### config.mk
export PLATFORM = sky130hd
export DESIGN_NAME = alu4_bist
export DESIGN_NICKNAME = d
export VERILOG_FILES = /design/src/rtl/alu4_pkg.sv /design/src/rtl/alu4_golden.sv /design/src/rtl/alu4_bist.sv
export SDC_FILE = /design/constraint.sdc
export NUM_CORES = 1
export LEC_CHECK = 0
export CAP_MARGIN = 20
export CORE_ASPECT_RATIO = 0.75
export CORE_MARGIN = 2
export CORE_UTILIZATION = 23
export CTS_BUF_LIST = sky130_fd_sc_hd__clkbuf_4 sky130_fd_sc_hd__clkbuf_8
export CTS_CLUSTER_DIAMETER = 200
export DETAILED_ROUTE_END_ITERATION = 12
export DONT_BUFFER_PORTS = 1
export GPL_ROUTABILITY_DRIVEN = 0
export HOLD_SLACK_MARGIN = 0.12
export SYNTH_ARGS = -nofsm -noshare
export SYNTH_HDL_FRONTEND = slang
export SYNTH_SLANG_ARGS = --single-unit
### constraint.sdc
create_clock -name clk -period 2.7 [get_ports clk]
set_input_delay 0.54 -clock clk [delete_from_list [all_inputs] [get_ports clk]]
set_output_delay 0.54 -clock clk [all_outputs]
set_load 0.01 [all_outputs]
### src/rtl/alu4_pkg.sv
// Shared ALU op encoding and BIST sweep constants.
// Used by alu4, alu4_golden and alu4_bist.
package alu4_pkg;

  typedef enum logic [1:0] {
    ADD = 2'd0,
    SUB = 2'd1,
    AND = 2'd2,
    OR  = 2'd3
  } alu_op_t;

  localparam int NUM_VECTORS = 1024;
  localparam int VEC_W       = 10;

  typedef enum logic [1:0] {
    S_IDLE,
    S_WAIT,
    S_CHECK,
    S_DONE
  } bist_state_t;

endpackage

### src/rtl/alu4_golden.sv
// Golden reference for the 4-bit ALU, vector {op,a,b} -> expected response.
// Define ALU4_BIST_SUB_OVF_EN to check SUB overflow as borrow (a<b).
import alu4_pkg::*;

module alu4_golden (
  input  alu_op_t    op_i,
  input  logic [3:0] a_i,
  input  logic [3:0] b_i,
  output logic [3:0] exp_result_o,
  output logic       exp_overflow_o,
  output logic       ovf_check_o
);

  logic [4:0] sum;
  logic [3:0] diff;

  assign sum  = {1'b0, a_i} + {1'b0, b_i};
  assign diff = a_i - b_i;

  // Expected result/overflow and whether overflow is compared
  always_comb begin
    exp_result_o   = '0;
    exp_overflow_o = 1'b0;
    ovf_check_o    = 1'b1;
    unique case (op_i)
      ADD: begin
        exp_result_o   = sum[3:0];
        exp_overflow_o = sum[4];
      end
      SUB: begin
        exp_result_o   = diff;
        exp_overflow_o = (a_i < b_i);
`ifdef ALU4_BIST_SUB_OVF_EN
        ovf_check_o    = 1'b1;
`else
        ovf_check_o    = 1'b0;
`endif
      end
      AND: exp_result_o = a_i & b_i;
      OR:  exp_result_o = a_i | b_i;
      default: ;
    endcase
  end

endmodule

### src/rtl/alu4_bist.sv
// Exhaustive self-test engine for alu4: sweeps all {op,a,b} vectors.
// SUB overflow checking follows ALU4_BIST_SUB_OVF_EN (see alu4_golden).
import alu4_pkg::*;

module alu4_bist #(
  parameter int SETTLE_CYCLES = 1,
  parameter int ERR_W         = 11
) (
  input  logic             clk,
  input  logic             rst_n,
  input  logic             start,
  output logic [3:0]       alu_a,
  output logic [3:0]       alu_b,
  output alu_op_t          alu_op,
  input  logic [3:0]       alu_result,
  input  logic             alu_overflow,
  output logic             busy,
  output logic             done,
  output logic             pass,
  output logic [ERR_W-1:0] err_count,
  output logic             first_err_valid,
  output logic [VEC_W-1:0] first_err_vec
);

  localparam int CNT_W =
    (SETTLE_CYCLES > 1) ? $clog2(SETTLE_CYCLES) : 1;
  localparam logic [CNT_W-1:0] CNT_LAST =
    CNT_W'(SETTLE_CYCLES - 1);
  localparam logic [VEC_W-1:0] IDX_LAST =
    VEC_W'(NUM_VECTORS - 1);
  localparam logic [ERR_W-1:0] ERR_MAX = '1;

  bist_state_t      state_q, state_d;
  logic [VEC_W-1:0] idx_q, idx_d;
  logic [CNT_W-1:0] cnt_q, cnt_d;
  logic [ERR_W-1:0] err_q, err_d;
  logic             fev_q, fev_d;
  logic [VEC_W-1:0] fvec_q, fvec_d;

  logic [3:0] exp_result;
  logic       exp_overflow;
  logic       ovf_check;
  logic       mismatch;

  alu4_golden u_golden (
    .op_i           (alu_op),
    .a_i            (alu_a),
    .b_i            (alu_b),
    .exp_result_o   (exp_result),
    .exp_overflow_o (exp_overflow),
    .ovf_check_o    (ovf_check)
  );

  assign mismatch = (alu_result != exp_result) ||
                    (ovf_check && (alu_overflow != exp_overflow));

  // State, vector index, settle counter and error log registers
  always_ff @(posedge clk or negedge rst_n) begin
    if (!rst_n) begin
      state_q <= S_IDLE;
      idx_q   <= '0;
      cnt_q   <= '0;
      err_q   <= '0;
      fev_q   <= 1'b0;
      fvec_q  <= '0;
    end else begin
      state_q <= state_d;
      idx_q   <= idx_d;
      cnt_q   <= cnt_d;
      err_q   <= err_d;
      fev_q   <= fev_d;
      fvec_q  <= fvec_d;
    end
  end

  // Sweep sequencing and response checking
  always_comb begin
    state_d = state_q;
    idx_d   = idx_q;
    cnt_d   = cnt_q;
    err_d   = err_q;
    fev_d   = fev_q;
    fvec_d  = fvec_q;
    unique case (state_q)
      S_IDLE, S_DONE: begin
        if (start) begin
          state_d = S_WAIT;
          idx_d   = '0;
          cnt_d   = '0;
          err_d   = '0;
          fev_d   = 1'b0;
          fvec_d  = '0;
        end
      end
      S_WAIT: begin
        if (cnt_q == CNT_LAST) begin
          state_d = S_CHECK;
        end else begin
          cnt_d = cnt_q + 1'b1;
        end
      end
      S_CHECK: begin
        if (mismatch) begin
          if (err_q != ERR_MAX) begin
            err_d = err_q + 1'b1;
          end
          if (!fev_q) begin
            fev_d  = 1'b1;
            fvec_d = idx_q;
          end
        end
        if (idx_q == IDX_LAST) begin
          state_d = S_DONE;
        end else begin
          state_d = S_WAIT;
          idx_d   = idx_q + 1'b1;
          cnt_d   = '0;
        end
      end
      default: state_d = S_IDLE;
    endcase
  end

  assign alu_op          = alu_op_t'(idx_q[9:8]);
  assign alu_a           = idx_q[7:4];
  assign alu_b           = idx_q[3:0];
  assign busy            = (state_q == S_WAIT) ||
                           (state_q == S_CHECK);
  assign done            = (state_q == S_DONE);
  assign pass            = done && (err_q == '0);
  assign err_count       = err_q;
  assign first_err_valid = fev_q;
  assign first_err_vec   = fvec_q;

endmodule

==> impl_results.html <==
<table>
<tr><th>Metric</th><th>Value</th></tr>
<tr><th colspan="2">Run status</th></tr>
<tr><td>Run status</td><td>finished, violations left</td></tr>
<tr><td>Violations in the final reports</td><td>setup timing</td></tr>
<tr><th colspan="2">Route</th></tr>
<tr><td>Routed via count</td><td>2,184</td></tr>
<tr><td>Antenna-violating nets left</td><td>0</td></tr>
<tr><td>Via-to-Cell Ratio</td><td>4.86</td></tr>
<tr><td>Detailed-route DRC error count</td><td>0</td></tr>
<tr><td>DR pass1 iterations</td><td>4</td></tr>
<tr><td>Mean routed wirelength per cell</td><td>15.1 um</td></tr>
<tr><td>Routed wire length</td><td>6.80 mm</td></tr>
<tr><td>DRT iter0 DRCs</td><td>98</td></tr>
<tr><th colspan="2">Worst setup path</th></tr>
<tr><td>Data arrival time of the critical path</td><td>3090 ps</td></tr>
<tr><td>Reg-to-reg endpoint</td><td>err_count[10]</td></tr>
<tr><td>Kind of critical path</td><td>register to register</td></tr>
<tr><td>Slowest cell on crit path</td><td>sky130_fd_sc_hd__fa_2</td></tr>
<tr><td>Worst-path fanout max</td><td>3</td></tr>
<tr><td>Longest individual stage delay on the worst path</td><td>500 ps</td></tr>
<tr><td>Most frequent CP cell</td><td>sky130_fd_sc_hd__inv_2</td></tr>
<tr><td>Element type at the critical path end</td><td>register</td></tr>
<tr><td>Reg-to-reg critical path startpoint</td><td>idx_q[4]</td></tr>
<tr><td>Critical Path Start Type</td><td>register</td></tr>
<tr><td>Worst reg2reg setup slack</td><td>-210 ps</td></tr>
<tr><td>Required time at the endpoint of the critical path</td><td>2870 ps</td></tr>
<tr><td>Number of cells on the worst reg-to-reg path</td><td>13</td></tr>
<tr><td>Crit path cell chain</td><td>inv_2, ha_4, inv_2, fa_2, inv_1, mux4_2, xnor2_1, a211oi_2, a41o_1, buf_4, buf_6, nor2_1, o22a_1</td></tr>
<tr><th colspan="2">Final layout</th></tr>
<tr><td>Storage cell area</td><td>855 um2</td></tr>
<tr><td>Layout-stage area growth over the synthesis result</td><td>21.2%</td></tr>
<tr><td>Diode count</td><td>0</td></tr>
<tr><td>Layout cells sized above 1</td><td>0.204</td></tr>
<tr><td>Design area</td><td>3010 um2</td></tr>
<tr><td>Multi-input logic area</td><td>1490 um2</td></tr>
<tr><td>Number of inserted filler cells in the final layout</td><td>1,100</td></tr>
<tr><td>Total Nets Final</td><td>340</td></tr>
<tr><th colspan="2">Floorplan</th></tr>
<tr><td>Die boundary height</td><td>94.0 um</td></tr>
<tr><td>Core region area</td><td>10,400 um2</td></tr>
<tr><td>Floorplan die width</td><td>124 um</td></tr>
<tr><td>Site Rows</td><td>32</td></tr>
<tr><td>Die area</td><td>11,700 um2</td></tr>
<tr><td>Initial cell density of the core</td><td>0.239</td></tr>
<tr><td>I/O pin count</td><td>43</td></tr>
<tr><th colspan="2">Min path</th></tr>
<tr><td>Hold Path Depth</td><td>2</td></tr>
<tr><td>Worst Hold Path EP</td><td>state_q[1]</td></tr>
<tr><td>Worst hold path startpoint</td><td>start</td></tr>
<tr><td>Worst min-delay path category</td><td>input port to register</td></tr>
<tr><th colspan="2">Timing</th></tr>
<tr><td>Period utilisation layout</td><td>1.08</td></tr>
<tr><td>Max Clock Skew</td><td>5.73 ps</td></tr>
<tr><td>Final Setup Violations</td><td>22</td></tr>
<tr><td>Number of hold violations in the final report</td><td>0</td></tr>
<tr><td>Worst setup margin</td><td>-213 ps</td></tr>
<tr><td>Worst hold-check slack</td><td>454 ps</td></tr>
<tr><td>Headroom to the max-slew limit</td><td>0.501</td></tr>
<tr><td>Peak clock frequency supported by timing</td><td>343 MHz</td></tr>
<tr><td>Final number of max-transition violations</td><td>0</td></tr>
<tr><td>Unrepaired setup endpoints after global routing</td><td>true</td></tr>
<tr><td>Post-layout minimum cycle time</td><td>2910 ps</td></tr>
<tr><td>Actual transition at the worst max-transition pin</td><td>748 ps</td></tr>
<tr><th colspan="2">Clock tree</th></tr>
<tr><td>TritonCTS clock tree</td><td>done</td></tr>
<tr><td>Root Buffer Master</td><td>sky130_fd_sc_hd__clkbuf_8</td></tr>
<tr><td>Number of buffers added by the clock tree synthesis step</td><td>5</td></tr>
<tr><td>Clock-pin slew on the worst setup and hold paths</td><td>70 ps</td></tr>
<tr><td>H-Tree Level Count</td><td>2</td></tr>
<tr><td>Number of clock sinks</td><td>34</td></tr>
<tr><td>Number of buffers on the longest clock path</td><td>2</td></tr>
<tr><td>Latest clock arrival within the worst-skew pair</td><td>290 ps</td></tr>
<tr><th colspan="2">Synth</th></tr>
<tr><td>Seq/Total Area, Yosys</td><td>0.343</td></tr>
<tr><td>Primary FF master, synth</td><td>sky130_fd_sc_hd__dfrtp_1</td></tr>
<tr><td>Synthesized netlist cell count</td><td>283</td></tr>
<tr><td>Synthesized area per cell</td><td>8.78 um2</td></tr>
<tr><td>Most frequent cells after synthesis</td><td>sky130_fd_sc_hd__dfrtp_1, sky130_fd_sc_hd__nand2_1, sky130_fd_sc_hd__inv_1</td></tr>
<tr><td>Number of different library cells in the post-synthesis netlist</td><td>49</td></tr>
<tr><td>Most frequently used cell type in the post-synthesis netlist</td><td>sky130_fd_sc_hd__dfrtp_1</td></tr>
<tr><td>Yosys top cell area share</td><td>0.343</td></tr>
<tr><td>Synth Net Count</td><td>311</td></tr>
<tr><td>Cell type contributing the most total cell area after synthesis</td><td>sky130_fd_sc_hd__dfrtp_1</td></tr>
<tr><td>Post-synth EDFFs</td><td>0</td></tr>
<tr><td>Total of warnings raised by yosys</td><td>0</td></tr>
<tr><td>Post-Syn Area</td><td>2480 um2</td></tr>
<tr><td>Share of flip-flops with an asynchronous set or reset after synthesis</td><td>1.00</td></tr>
<tr><td>Dominant cells by area after synthesis</td><td>sky130_fd_sc_hd__dfrtp_1, sky130_fd_sc_hd__ha_1, sky130_fd_sc_hd__a22o_1</td></tr>
<tr><td>#FFs+latches synth</td><td>34</td></tr>
<tr><th colspan="2">Pwr</th></tr>
<tr><td>Leakage Power</td><td>1.27 nW</td></tr>
<tr><td>Largest voltage drop on the vdd net</td><td>0.208 mV</td></tr>
<tr><td>Overall Power</td><td>1.88 mW</td></tr>
<tr><td>Cell area power density</td><td>625 nW/um2</td></tr>
<tr><th colspan="2">Run</th></tr>
<tr><td>Maxcap violations</td><td>0</td></tr>
<tr><th colspan="2">GRT</th></tr>
<tr><td>Most heavily used metal layer in global routing</td><td>met2</td></tr>
<tr><td>Via count of the first global-routing pass</td><td>2,155</td></tr>
<tr><td>GR Overflow Total</td><td>0</td></tr>
<tr><td>GRT met2 Usage</td><td>0.183</td></tr>
<tr><td>Pin count of the biggest net entering global routing</td><td>35</td></tr>
<tr><td>Global-route usage over all layers</td><td>0.123</td></tr>
<tr><td>GR Util met1</td><td>0.171</td></tr>
<tr><td>Global Route met3 Usage</td><td>0.0455</td></tr>
<tr><td>First-pass GRT wire length</td><td>11.1 mm</td></tr>
<tr><td>Initial antenna violation count</td><td>0</td></tr>
<tr><th colspan="2">Place</th></tr>
<tr><td>Post-place instance area</td><td>2850 um2</td></tr>
<tr><td>HPWL after detailed placement</td><td>5.22 mm</td></tr>
<tr><td>Number of buffer cells added on primary ports</td><td>0</td></tr>
</table>
[layout by cell type, fill, tap and decap left out, types with 3 or more instances in the layout]
cell                       instances
sky130_fd_sc_hd__a21oi_1           7
sky130_fd_sc_hd__a22o_1           14
sky130_fd_sc_hd__and3_1            4
sky130_fd_sc_hd__buf_4            34
sky130_fd_sc_hd__clkbuf_8          6
sky130_fd_sc_hd__dfrtp_1          31
sky130_fd_sc_hd__dfrtp_2           3
sky130_fd_sc_hd__ha_1             17
sky130_fd_sc_hd__inv_1            18
sky130_fd_sc_hd__inv_2             5
sky130_fd_sc_hd__mux2i_1           3
sky130_fd_sc_hd__nand2_1          31
sky130_fd_sc_hd__nand2b_1          6
sky130_fd_sc_hd__nand3_1          15
sky130_fd_sc_hd__nand3b_1          3
sky130_fd_sc_hd__nor2_1           13
sky130_fd_sc_hd__nor3_1            9
sky130_fd_sc_hd__nor3b_1           3
sky130_fd_sc_hd__nor4_1            3
sky130_fd_sc_hd__o211ai_1          4
sky130_fd_sc_hd__o21ai_0          20
sky130_fd_sc_hd__o31ai_1          11
sky130_fd_sc_hd__or3_1             8
sky130_fd_sc_hd__xnor2_1           5
[logic make-up after synthesis]
group | after synthesis | share of synthesized area
AOI/OAI and AO/OA | 73 | 0.203
xor gates and xnor gates | 5 | 0.0176
adders and majority gates | 20 | 0.107
buffers and inverters | 39 | 0.0700
DFF | 34 | 0.343
muxes | 6 | 0.0348
and+or+nand+nor | 106 | 0.225
[critical path, delay by kind of cell (launching register included)]
kind | cells | cell delay [ps]
AO/OA/AOI/OAI | 3 | 710
adder cells (fa/ha/maj) | 2 | 630
multiplexers | 1 | 460
flip-flops | 1 | 420
buffers and inverters | 5 | 380
XOR/XNOR | 1 | 160
AND/OR/NAND/NOR | 1 | 40
[per-layer routing]
| metal | wire length (um) | vias to the layer above |
|---|---|---|
| met3 | 533 | 6 |
| met5 | 0 | - |
| met4 | 46 | 0 |
| met1 | 3260 | 1045 |
| met2 | 2960 | 56 |
| li1 | - | 1077 |
[how the worst max path moves through the flow]
stage                     slack, ps  cells after the start               end     start
after CTS                      -190                     11      err_count[9]  idx_q[4]
after global placement         -210                     11      err_count[9]  idx_q[4]
after global routing           -320                     12  first_err_vec[0]  idx_q[4]
after detailed placement       -300                     11      err_count[9]  idx_q[4]
after floorplan                -140                     12      err_count[9]  idx_q[4]
final                          -210                     13     err_count[10]  idx_q[4]
[registers in the layout, summed over array words and instances (netlist names)]
signal           flops
err_count           11
idx_q               10
first_err_valid      1
state_q              2
first_err_vec       10
[metrics by stage]
step / utilization / cells / setup slack [ps] / TNS (ps)
detailed placement: 0.273 / 436 / -301 / -4980
global placement: 0.273 / 436 / -209 / -3490
finish: 0.289 / 449 / -213 / -3690
global route: 0.289 / 449 / -319 / -5970
floorplan: - / 283 / -139 / -1340
CTS: 0.287 / 447 / -188 / -2840
[cell type report]
class,count,share of cell area
Clock buffer,6,0.0274
Clock inverter,2,0.00416
Inverter,23,0.0287
Multi-Input combinational cell,210,0.494
Sequential cell,34,0.284
Tap cell,136,0.0565
Timing Repair Buffer,38,0.105
[report_power, final]
group / leakage (nW) / internal [mW] / switching, mW
logic: 0.755 / 0.357 / 0.488
registers: 0.463 / 0.548 / 0.0881
clock network: 0.0472 / 0.205 / 0.195
total: 1.27 / 1.11 / 0.771
[what timing repair did]
| item | in CTS | in global routing |
|---|---|---|
| hold buffers | 2 | 0 |
| hold endpoints to repair | 34 | 0 |
| setup endpoints to repair | 22 | 22 |
| pin swaps | 1 | 2 |
| resized for setup | 5 | 3 |
| buffers inserted | 1 | 2 |
(Power assumes the default switching activity.)
